`src/rtl/mem_lsu_pkg.sv`:
```
// Shared definitions for the load/store unit: operation codes, FSM states,
// timeout default and small operation-classification helpers.
package mem_lsu_pkg;

   localparam int unsigned ACK_TIMEOUT_DEF = 16;

   typedef enum logic [3:0] {
      OP_NONE = 4'd0,
      OP_LB   = 4'd1,
      OP_LH   = 4'd2,
      OP_LW   = 4'd3,
      OP_LBU  = 4'd4,
      OP_LHU  = 4'd5,
      OP_SB   = 4'd6,
      OP_SH   = 4'd7,
      OP_SW   = 4'd8
   } mem_op_e;

   typedef enum logic [1:0] {
      ST_IDLE = 2'd0,
      ST_BUS  = 2'd1,
      ST_DONE = 2'd2
   } lsu_state_e;

   function automatic logic op_is_load(input logic [3:0] op);
      case (op)
         OP_LB, OP_LH, OP_LW, OP_LBU, OP_LHU: return 1'b1;
         default:                            return 1'b0;
      endcase
   endfunction

   function automatic logic op_is_store(input logic [3:0] op);
      case (op)
         OP_SB, OP_SH, OP_SW: return 1'b1;
         default:             return 1'b0;
      endcase
   endfunction

   function automatic logic op_misaligned(input logic [3:0] op, input logic [1:0] a);
      case (op)
         OP_LH, OP_LHU, OP_SH: return a[0];
         OP_LW, OP_SW:         return (a != 2'b00);
         default:              return 1'b0;
      endcase
   endfunction

endpackage

```
`src/rtl/mem_lsu_if.sv`:
```
// Data-bus interface between the load/store unit (master) and memory (slave).
interface mem_lsu_if;
   logic        bus_req;
   logic        bus_we;
   logic [31:0] bus_addr;
   logic [31:0] bus_wdata;
   logic [3:0]  bus_wstrb;
   logic        bus_ack;
   logic [31:0] bus_rdata;

   modport master (
      output bus_req, bus_we, bus_addr, bus_wdata, bus_wstrb,
      input  bus_ack, bus_rdata
   );

   modport slave (
      input  bus_req, bus_we, bus_addr, bus_wdata, bus_wstrb,
      output bus_ack, bus_rdata
   );
endinterface

```
`src/rtl/mem_lsu_align.sv`:
```
// lsu_align: combinational store strobe/lane replication and load byte/half
// extraction with sign or zero extension.
module mem_lsu_align
   import mem_lsu_pkg::*;
(
   input  logic [3:0]  i_op,
   input  logic [1:0]  i_addr_lo,
   input  logic [31:0] i_wdata,
   input  logic [31:0] i_rdata,
   output logic [3:0]  o_wstrb,
   output logic [31:0] o_wdata,
   output logic [31:0] o_ldata
);

   logic [7:0]  w_byte;
   logic [15:0] w_half;

   // Pick the addressed byte and halfword lanes out of the read word.
   always_comb begin
      w_half = i_addr_lo[1] ? i_rdata[31:16] : i_rdata[15:0];
      case (i_addr_lo)
         2'd0:    w_byte = i_rdata[7:0];
         2'd1:    w_byte = i_rdata[15:8];
         2'd2:    w_byte = i_rdata[23:16];
         2'd3:    w_byte = i_rdata[31:24];
         default: w_byte = 8'h00;
      endcase
   end

   // Per-operation strobe, replicated write data and extended load value.
   always_comb begin
      o_wstrb = 4'b0000;
      o_wdata = 32'h0000_0000;
      o_ldata = 32'h0000_0000;
      case (i_op)
         OP_SB: begin
            o_wstrb = 4'b0001 << i_addr_lo;
            o_wdata = {4{i_wdata[7:0]}};
         end
         OP_SH: begin
            o_wstrb = 4'b0011 << {i_addr_lo[1], 1'b0};
            o_wdata = {2{i_wdata[15:0]}};
         end
         OP_SW: begin
            o_wstrb = 4'b1111;
            o_wdata = i_wdata;
         end
         OP_LB:   o_ldata = {{24{w_byte[7]}}, w_byte};
         OP_LBU:  o_ldata = {24'h00_0000, w_byte};
         OP_LH:   o_ldata = {{16{w_half[15]}}, w_half};
         OP_LHU:  o_ldata = {16'h0000, w_half};
         OP_LW:   o_ldata = i_rdata;
         default: o_ldata = 32'h0000_0000;
      endcase
   end

endmodule

```
`src/rtl/mem_lsu.sv`:
```
// Load/store unit: IDLE/BUS/DONE sequencer with ack timeout driving a word bus.
// Optional LSU_MISALIGN_CHK_EN rejects misaligned halfword/word accesses.
module mem_lsu
   import mem_lsu_pkg::*;
#(
   parameter int unsigned ACK_TIMEOUT = ACK_TIMEOUT_DEF
)(
   input  logic        clk,
   input  logic        rst,
   input  logic        i_valid_in,
   input  logic [3:0]  i_mem_op,
   input  logic [31:0] i_addr,
   input  logic [31:0] i_wdata,
   output logic        o_stall,
   output logic        o_done,
   output logic [31:0] o_rdata,
   output logic        o_rdata_valid,
   output logic        o_misalign,
   output logic        o_bus_err,
   mem_lsu_if.master   bus
);

   lsu_state_e  r_state;
   lsu_state_e  w_next;
   logic [3:0]  r_op;
   logic [31:0] r_addr;
   logic [31:0] r_wdata;
   logic [7:0]  r_cnt;
   logic        r_err;
   logic [31:0] r_rdata;

   logic        w_in_bus;
   logic        w_can_take;
   logic        w_req_op;
   logic        w_misalign;
   logic        w_accept;
   logic        w_timeout;
   logic [3:0]  w_wstrb;
   logic [31:0] w_bwdata;
   logic [31:0] w_ldata;

   assign w_in_bus   = (r_state == ST_BUS);
   assign w_can_take = (r_state == ST_IDLE) || (r_state == ST_DONE);
   assign w_req_op   = i_valid_in && (op_is_load(i_mem_op) || op_is_store(i_mem_op));
`ifdef LSU_MISALIGN_CHK_EN
   assign w_misalign = w_req_op && w_can_take && op_misaligned(i_mem_op, i_addr[1:0]);
`else
   assign w_misalign = 1'b0;
`endif
   assign w_accept   = w_req_op && w_can_take && !w_misalign;
   assign w_timeout  = (r_cnt == 8'(ACK_TIMEOUT - 1));

   mem_lsu_align lsu_align (
      .i_op      (r_op),
      .i_addr_lo (r_addr[1:0]),
      .i_wdata   (r_wdata),
      .i_rdata   (bus.bus_rdata),
      .o_wstrb   (w_wstrb),
      .o_wdata   (w_bwdata),
      .o_ldata   (w_ldata)
   );

   // State register.
   always_ff @(posedge clk or posedge rst) begin
      if (rst) begin
         r_state <= ST_IDLE;
      end else begin
         r_state <= w_next;
      end
   end

   // Next-state: an ack in the last allowed cycle still counts as success.
   always_comb begin
      w_next = r_state;
      case (r_state)
         ST_IDLE: begin
            if (w_accept) w_next = ST_BUS;
            else          w_next = ST_IDLE;
         end
         ST_BUS: begin
            if (bus.bus_ack || w_timeout) w_next = ST_DONE;
            else                          w_next = ST_BUS;
         end
         ST_DONE: begin
            if (w_accept) w_next = ST_BUS;
            else          w_next = ST_IDLE;
         end
         default: w_next = ST_IDLE;
      endcase
   end

   // Request capture, timeout counter, error flag and load result.
   always_ff @(posedge clk or posedge rst) begin
      if (rst) begin
         r_op    <= 4'd0;
         r_addr  <= 32'h0000_0000;
         r_wdata <= 32'h0000_0000;
         r_cnt   <= 8'd0;
         r_err   <= 1'b0;
         r_rdata <= 32'h0000_0000;
      end else if (w_accept) begin
         r_op    <= i_mem_op;
         r_addr  <= i_addr;
         r_wdata <= i_wdata;
         r_cnt   <= 8'd0;
         r_err   <= 1'b0;
      end else if (w_in_bus) begin
         if (bus.bus_ack) begin
            if (op_is_load(r_op)) r_rdata <= w_ldata;
         end else if (w_timeout) begin
            r_err <= 1'b1;
         end else begin
            r_cnt <= r_cnt + 8'd1;
         end
      end
   end

   assign o_stall       = w_accept || w_in_bus;
   assign o_done        = (r_state == ST_DONE);
   assign o_bus_err     = o_done && r_err;
   assign o_rdata_valid = o_done && !r_err && op_is_load(r_op);
   assign o_rdata       = r_rdata;
   assign o_misalign    = w_misalign;

   // Bus fields are only driven while a request is outstanding.
   assign bus.bus_req   = w_in_bus;
   assign bus.bus_we    = w_in_bus && op_is_store(r_op);
   assign bus.bus_addr  = w_in_bus ? {r_addr[31:2], 2'b00} : 32'h0000_0000;
   assign bus.bus_wdata = w_in_bus ? w_bwdata : 32'h0000_0000;
   assign bus.bus_wstrb = w_in_bus ? w_wstrb : 4'b0000;

endmodule

```
`src/flat_wrapper.sv`:
```
// flat-port wrapper written by rule: the top's interface ports become plain ports
module mem_lsu_flat import mem_lsu_pkg::*;
#(
   parameter int unsigned ACK_TIMEOUT = ACK_TIMEOUT_DEF
)
  (clk, rst, i_valid_in, i_mem_op, i_addr, i_wdata, o_stall, o_done, o_rdata, o_rdata_valid, o_misalign, o_bus_err, bus_bus_req, bus_bus_we, bus_bus_addr, bus_bus_wdata, bus_bus_wstrb, bus_bus_ack, bus_bus_rdata);
  mem_lsu_if bus_i ();
  input  logic clk;
  input  logic rst;
  input  logic i_valid_in;
  input  logic [3:0] i_mem_op;
  input  logic [31:0] i_addr;
  input  logic [31:0] i_wdata;
  output logic o_stall;
  output logic o_done;
  output logic [31:0] o_rdata;
  output logic o_rdata_valid;
  output logic o_misalign;
  output logic o_bus_err;
  output wire logic [$bits(bus_i.bus_req)-1:0] bus_bus_req;
  output wire logic [$bits(bus_i.bus_we)-1:0] bus_bus_we;
  output wire logic [$bits(bus_i.bus_addr)-1:0] bus_bus_addr;
  output wire logic [$bits(bus_i.bus_wdata)-1:0] bus_bus_wdata;
  output wire logic [$bits(bus_i.bus_wstrb)-1:0] bus_bus_wstrb;
  input wire logic [$bits(bus_i.bus_ack)-1:0] bus_bus_ack;
  input wire logic [$bits(bus_i.bus_rdata)-1:0] bus_bus_rdata;
  assign bus_bus_req = bus_i.bus_req;
  assign bus_bus_we = bus_i.bus_we;
  assign bus_bus_addr = bus_i.bus_addr;
  assign bus_bus_wdata = bus_i.bus_wdata;
  assign bus_bus_wstrb = bus_i.bus_wstrb;
  assign bus_i.bus_ack = bus_bus_ack;
  assign bus_i.bus_rdata = bus_bus_rdata;
  mem_lsu #(.ACK_TIMEOUT(ACK_TIMEOUT)) u_core (.clk(clk), .rst(rst), .i_valid_in(i_valid_in), .i_mem_op(i_mem_op), .i_addr(i_addr), .i_wdata(i_wdata), .o_stall(o_stall), .o_done(o_done), .o_rdata(o_rdata), .o_rdata_valid(o_rdata_valid), .o_misalign(o_misalign), .o_bus_err(o_bus_err), .bus(bus_i));
endmodule
```
`config.mk`:
```
export PLATFORM = sky130hd
export DESIGN_NAME = mem_lsu_flat
export DESIGN_NICKNAME = d
export VERILOG_FILES = /design/src/rtl/mem_lsu_pkg.sv /design/src/rtl/mem_lsu_if.sv /design/src/rtl/mem_lsu_align.sv /design/src/rtl/mem_lsu.sv /design/src/flat_wrapper.sv
export SDC_FILE = /design/constraint.sdc
export NUM_CORES = 1
export LEC_CHECK = 0
export CORE_ASPECT_RATIO = 0.9
export CORE_MARGIN = 2
export CORE_UTILIZATION = 46
export DETAILED_ROUTE_END_ITERATION = 12
export GPL_TIMING_DRIVEN = 0
export MAX_ROUTING_LAYER = met4
export PLACE_DENSITY_LB_ADDON = 0.15
export SYNTH_ARGS = -nofsm -noshare
export SYNTH_HDL_FRONTEND = slang
export SYNTH_SLANG_ARGS = --single-unit
```
`constraint.sdc`:
```
create_clock -name clk -period 4.5 [get_ports clk]
set_input_delay 0.45 -clock clk [delete_from_list [all_inputs] [get_ports clk]]
set_output_delay 0.45 -clock clk [all_outputs]
set_load 0.005 [all_outputs]
```
==> results.md <==
- The worst ir drop on vdd is about 0.00038 V.
- Setup repair after global routing left no endpoint under its margin.
- The part of the Yosys area used for sequential elements is 0.4692.
- In this run the standard cell core region covers 12640 µm².
- The worst max-slew margin expressed relative to the limit is 0.4939.
- The top fanout value on the critical path is 10.
- The netlist uses 61 different library cells.
- The beginning of the critical path is u_core.r_op[3].
- The routed layout has 4996 vias.
- The post-detailed-routing wire length is approximately 17000 µm.
- The number of antenna violations at the first check in global routing came to 0.
- The initial utilization of the core area, before any placement, comes to 0.4684.
- The final-report hold violation count is 0.
- The worst path arrival time is approximately 2800 ps.
- Synthesis produced a netlist whose cell count is 532.
- The floorplan row count is 39.
- The wire-length estimate of the detail-placed layout is between 10000 and 15000 µm.
- For this run, the total global-route usage over all layers was measured as 0.2558.
- The number of flops mapped to enable cells by yosys is 0.
- Before antenna repair, the detailed router went through 5 iterations.
- The completed layout was analyzed and its total power is ~4 mW.
- TritonCTS built the clock tree.
- The share of post-route cells with drive strength above 1 is 0.1214.
- Summing all flip-flop and latch instances after layout gives approximately 2800 µm².
- The hold buffer count at cts is 0.
- STA classifies the critical path endpoint as an output port.
- The cell area after placement is a little over 8000 µm².
- The number of diodes is 0.
- The DRC violation total after the first TritonRoute iteration is approximately 450.
- Routability-driven placement finished with a final weighted congestion of roughly 0.86.
- The H-tree was split into 3 levels.
- Derived from the worst setup path, the maximum achievable clock frequency is 305.3 MHz.
- For this run the aggregate overflow at the end of global routing stands at 0.
- Once the clock tree was built, the setup fixing pass inserted 0 buffers.
- The cell type with the highest aggregate area in the netlist is sky130_fd_sc_hd__dfrtp_1.
- The top cell type's share of synthesized area is 0.4692.
- The slack of the critical path is 1225 ps.
- In the layout the commonest cells are 207 x sky130_fd_sc_hd__clkdlybuf4s50_1, 111 x sky130_fd_sc_hd__dfrtp_1, 77 x sky130_fd_sc_hd__nor2_1.
- The required time of the worst setup path is 4050 ps.
- The final worst-path cycle share is 0.7278.
- The clock reaches the later pin of the worst-skew pair after about 360 ps.
- Once detail routing completed, the nets flagged for antenna violations numbered 0.
- The number of gates given a new drive strength after cts is 0.
- For this run, the number of Yosys warnings is 0.
- For this run, the leading register cell type out of synthesis is sky130_fd_sc_hd__dfrtp_1.
- The number of violations of the max-capacitance limit is 0.
- The number of buffer cells added on primary ports is between 200 and 250.
- The first global-routing pass estimated 26350 µm of wire.
- In this run the critical register-to-register path is captured at u_core.o_rdata[18].
- The root buffer cell chosen for the clock tree is sky130_fd_sc_hd__clkbuf_16.
- Leaving out fill and tap cells, the most frequent cell in the layout is sky130_fd_sc_hd__clkdlybuf4s50_1.
- Hold timing on the final database bottoms out at a slack of just under 500 ps.
- The worst reg2reg path depth is 7.
- In this run the worst setup path terminates at bus_bus_wdata[15].
- The area growth from synthesis to layout is 44.81%.
- The synthesized cell area is slightly below 6000 µm².
- The startpoint identified for the worst register-to-register timing path is u_core.r_state[1].
- Of all flip-flops after synthesis, the portion carrying an async set or reset was 1.000.
- The worst path needs about 3300 ps of the cycle, external delays included.
- Fill cells in the final layout number 981.
- At the pin with the least slew margin, the transition time is between 700 and 800 ps.
- The number of global-route vias before repair was 5093.
- The post-synthesis sequential element count is approximately 110.
- The die is about 110 µm tall.
- The area of the die is between 10000 and 15000 µm².
- The number of vias per cell after detailed routing is approximately 5.4.
- The class of the tightest hold or removal check is reg2reg.
- The flow ran to the end, and the final reports show no timing, DRC or antenna violations.
- The count of pins over their slew limit is 0.
- The pin count of the biggest net entering global routing is 60.
- With fillers left out, the area of the finished cells amounts to approximately 8600 µm².
- Pin placement for this block handled 211 I/O pins.
- The average wire per standard cell is around 18 µm.
- The count of final setup violators is 0.
- Measured along the x axis, the die boundary spans 123.6 µm.
- The deepest clock path buffer count is 2.
- Yosys attributes the largest share of cell area to sky130_fd_sc_hd__dfrtp_1 47%, sky130_fd_sc_hd__mux2_1 9.5%, sky130_fd_sc_hd__nor2_1 4.9%.
- For this design the static power due to leakage is approximately 3.5 nW.
- The DRC violations left is 0.
- Buffers inserted during clock tree synthesis total 9.
- The type of the setup path with the least slack is reg2out.
- The worst slack at placement is ~1600 ps.
- The final layout contains 858 nets.
- The mean post-synth cell area is between 10 and 15 µm².
- The worst clock skew is 9.374 ps.
- STA classifies the critical path startpoint as a flop.
- The tree built by TritonCTS fans out to about 110 sinks.
- The CTS clock-pin slew for the worst setup and hold paths is ~70 ps.
- The power per cell area is ~470 nW/µm².
- The multi-input combinational cells in the finished layout cover a total of 2872 µm².
- Setup slack on the worst reg-to-reg path comes out at 2580 ps.
[metrics by stage]
stage	setup TNS (ps)	utilization	std cells
after detailed placement	0	0.6515	906
after global routing	0	0.6783	922
after floorplan	0	-	534
after global placement	-55980	0.6491	905
final	0	0.6783	922
after CTS	0	0.6783	922
[sequential cells by signal, summed over array words and instances, names as in the netlist]
signal / count
u_core.o_rdata: 32
u_core.r_addr: 32
u_core.r_wdata: 32
u_core.r_cnt: 8
u_core.r_op: 4
u_core.r_state: 2
u_core.r_err: 1
[synth_stat cells, drive strengths merged (2+ instances only)]
cell,n
or3,4
buf,30
mux2,68
xor2,4
nor2b,3
mux2i,18
nor2,77
nand2,20
inv,4
nand3,9
a2bb2oi,4
mux4,4
nand4,2
nor4bb,2
and2,42
nand3b,4
and3b,4
xnor2,4
a221oi,4
a21oi,42
dfrtp,111
nor4b,2
a22oi,23
nand2b,4
a31oi,6
o21ai,3
nor3b,4
nor3,2
clkbuf,9
or2,2
[worst max-delay path, cell delays in order (launching register included)]
cell and delay, ps:
sky130_fd_sc_hd__dfrtp_1 460, sky130_fd_sc_hd__buf_2 220, sky130_fd_sc_hd__nand3b_2 370, sky130_fd_sc_hd__nor2_1 580, sky130_fd_sc_hd__a22oi_1 180, sky130_fd_sc_hd__nor2_1 150
sky130_fd_sc_hd__clkdlybuf4s50_1 510
[area by class of cell]
type                       instances  area share
buffer                            39     0.03065
sequential                       111      0.3240
clock inverter                     6     0.01270
inverter                           4    0.002043
timing repair buffer             208      0.2449
clock buffer                      10     0.02671
tap                              164     0.02394
multi-input combinational        380      0.3350
[report_power, final]
part           internal (mW)  total (mW)  leakage [nW]  switching (mW)
Combinational          0.890        1.55          2.00           0.660
Clock                  0.544       0.914         0.166           0.370
Sequential              1.33        1.54          1.33           0.217
[cell families (layout without fill, tap and decap cells)]
| logic type | count (synthesis) | in the layout | synth area share |
|---|---|---|---|
| mux | 90 | 90 | 0.1763 |
| flops | 111 | 111 | 0.4692 |
| buf+inv | 43 | 267 | 0.04692 |
| simple gates | 186 | 186 | 0.1691 |
| fa+ha+maj | 1 | 1 | 0.002113 |
| compound gates | 92 | 92 | 0.1226 |
| other cells | 1 | 3 | 0.0006335 |
| xor+xnor | 8 | 8 | 0.01311 |
[worst min-delay path by stage]
stage | start | endpoint | slack (ps) | cells past startpoint
6_report | u_core.r_addr[11] | u_core.r_addr[11] | 480 | 1
5_1_grt | u_core.r_wdata[21] | u_core.r_wdata[21] | 500 | 1
4_1_cts | u_core.r_addr[12] | u_core.r_addr[12] | 490 | 1
3_5_place_dp | u_core.r_addr[12] | u_core.r_addr[12] | 470 | 1
3_3_place_gp | u_core.r_addr[14] | u_core.r_addr[14] | 460 | 1
2_1_floorplan | u_core.r_addr[31] | u_core.r_addr[31] | 450 | 1
[layer usage]
layer  wire length [µm]  global-route usage
met1               7001              0.3307
met2               8001              0.4029
met3               1452             0.07531
met4                152             0.04848
met5                  0                   -
Note: power is estimated with default switching activity, not from simulation.
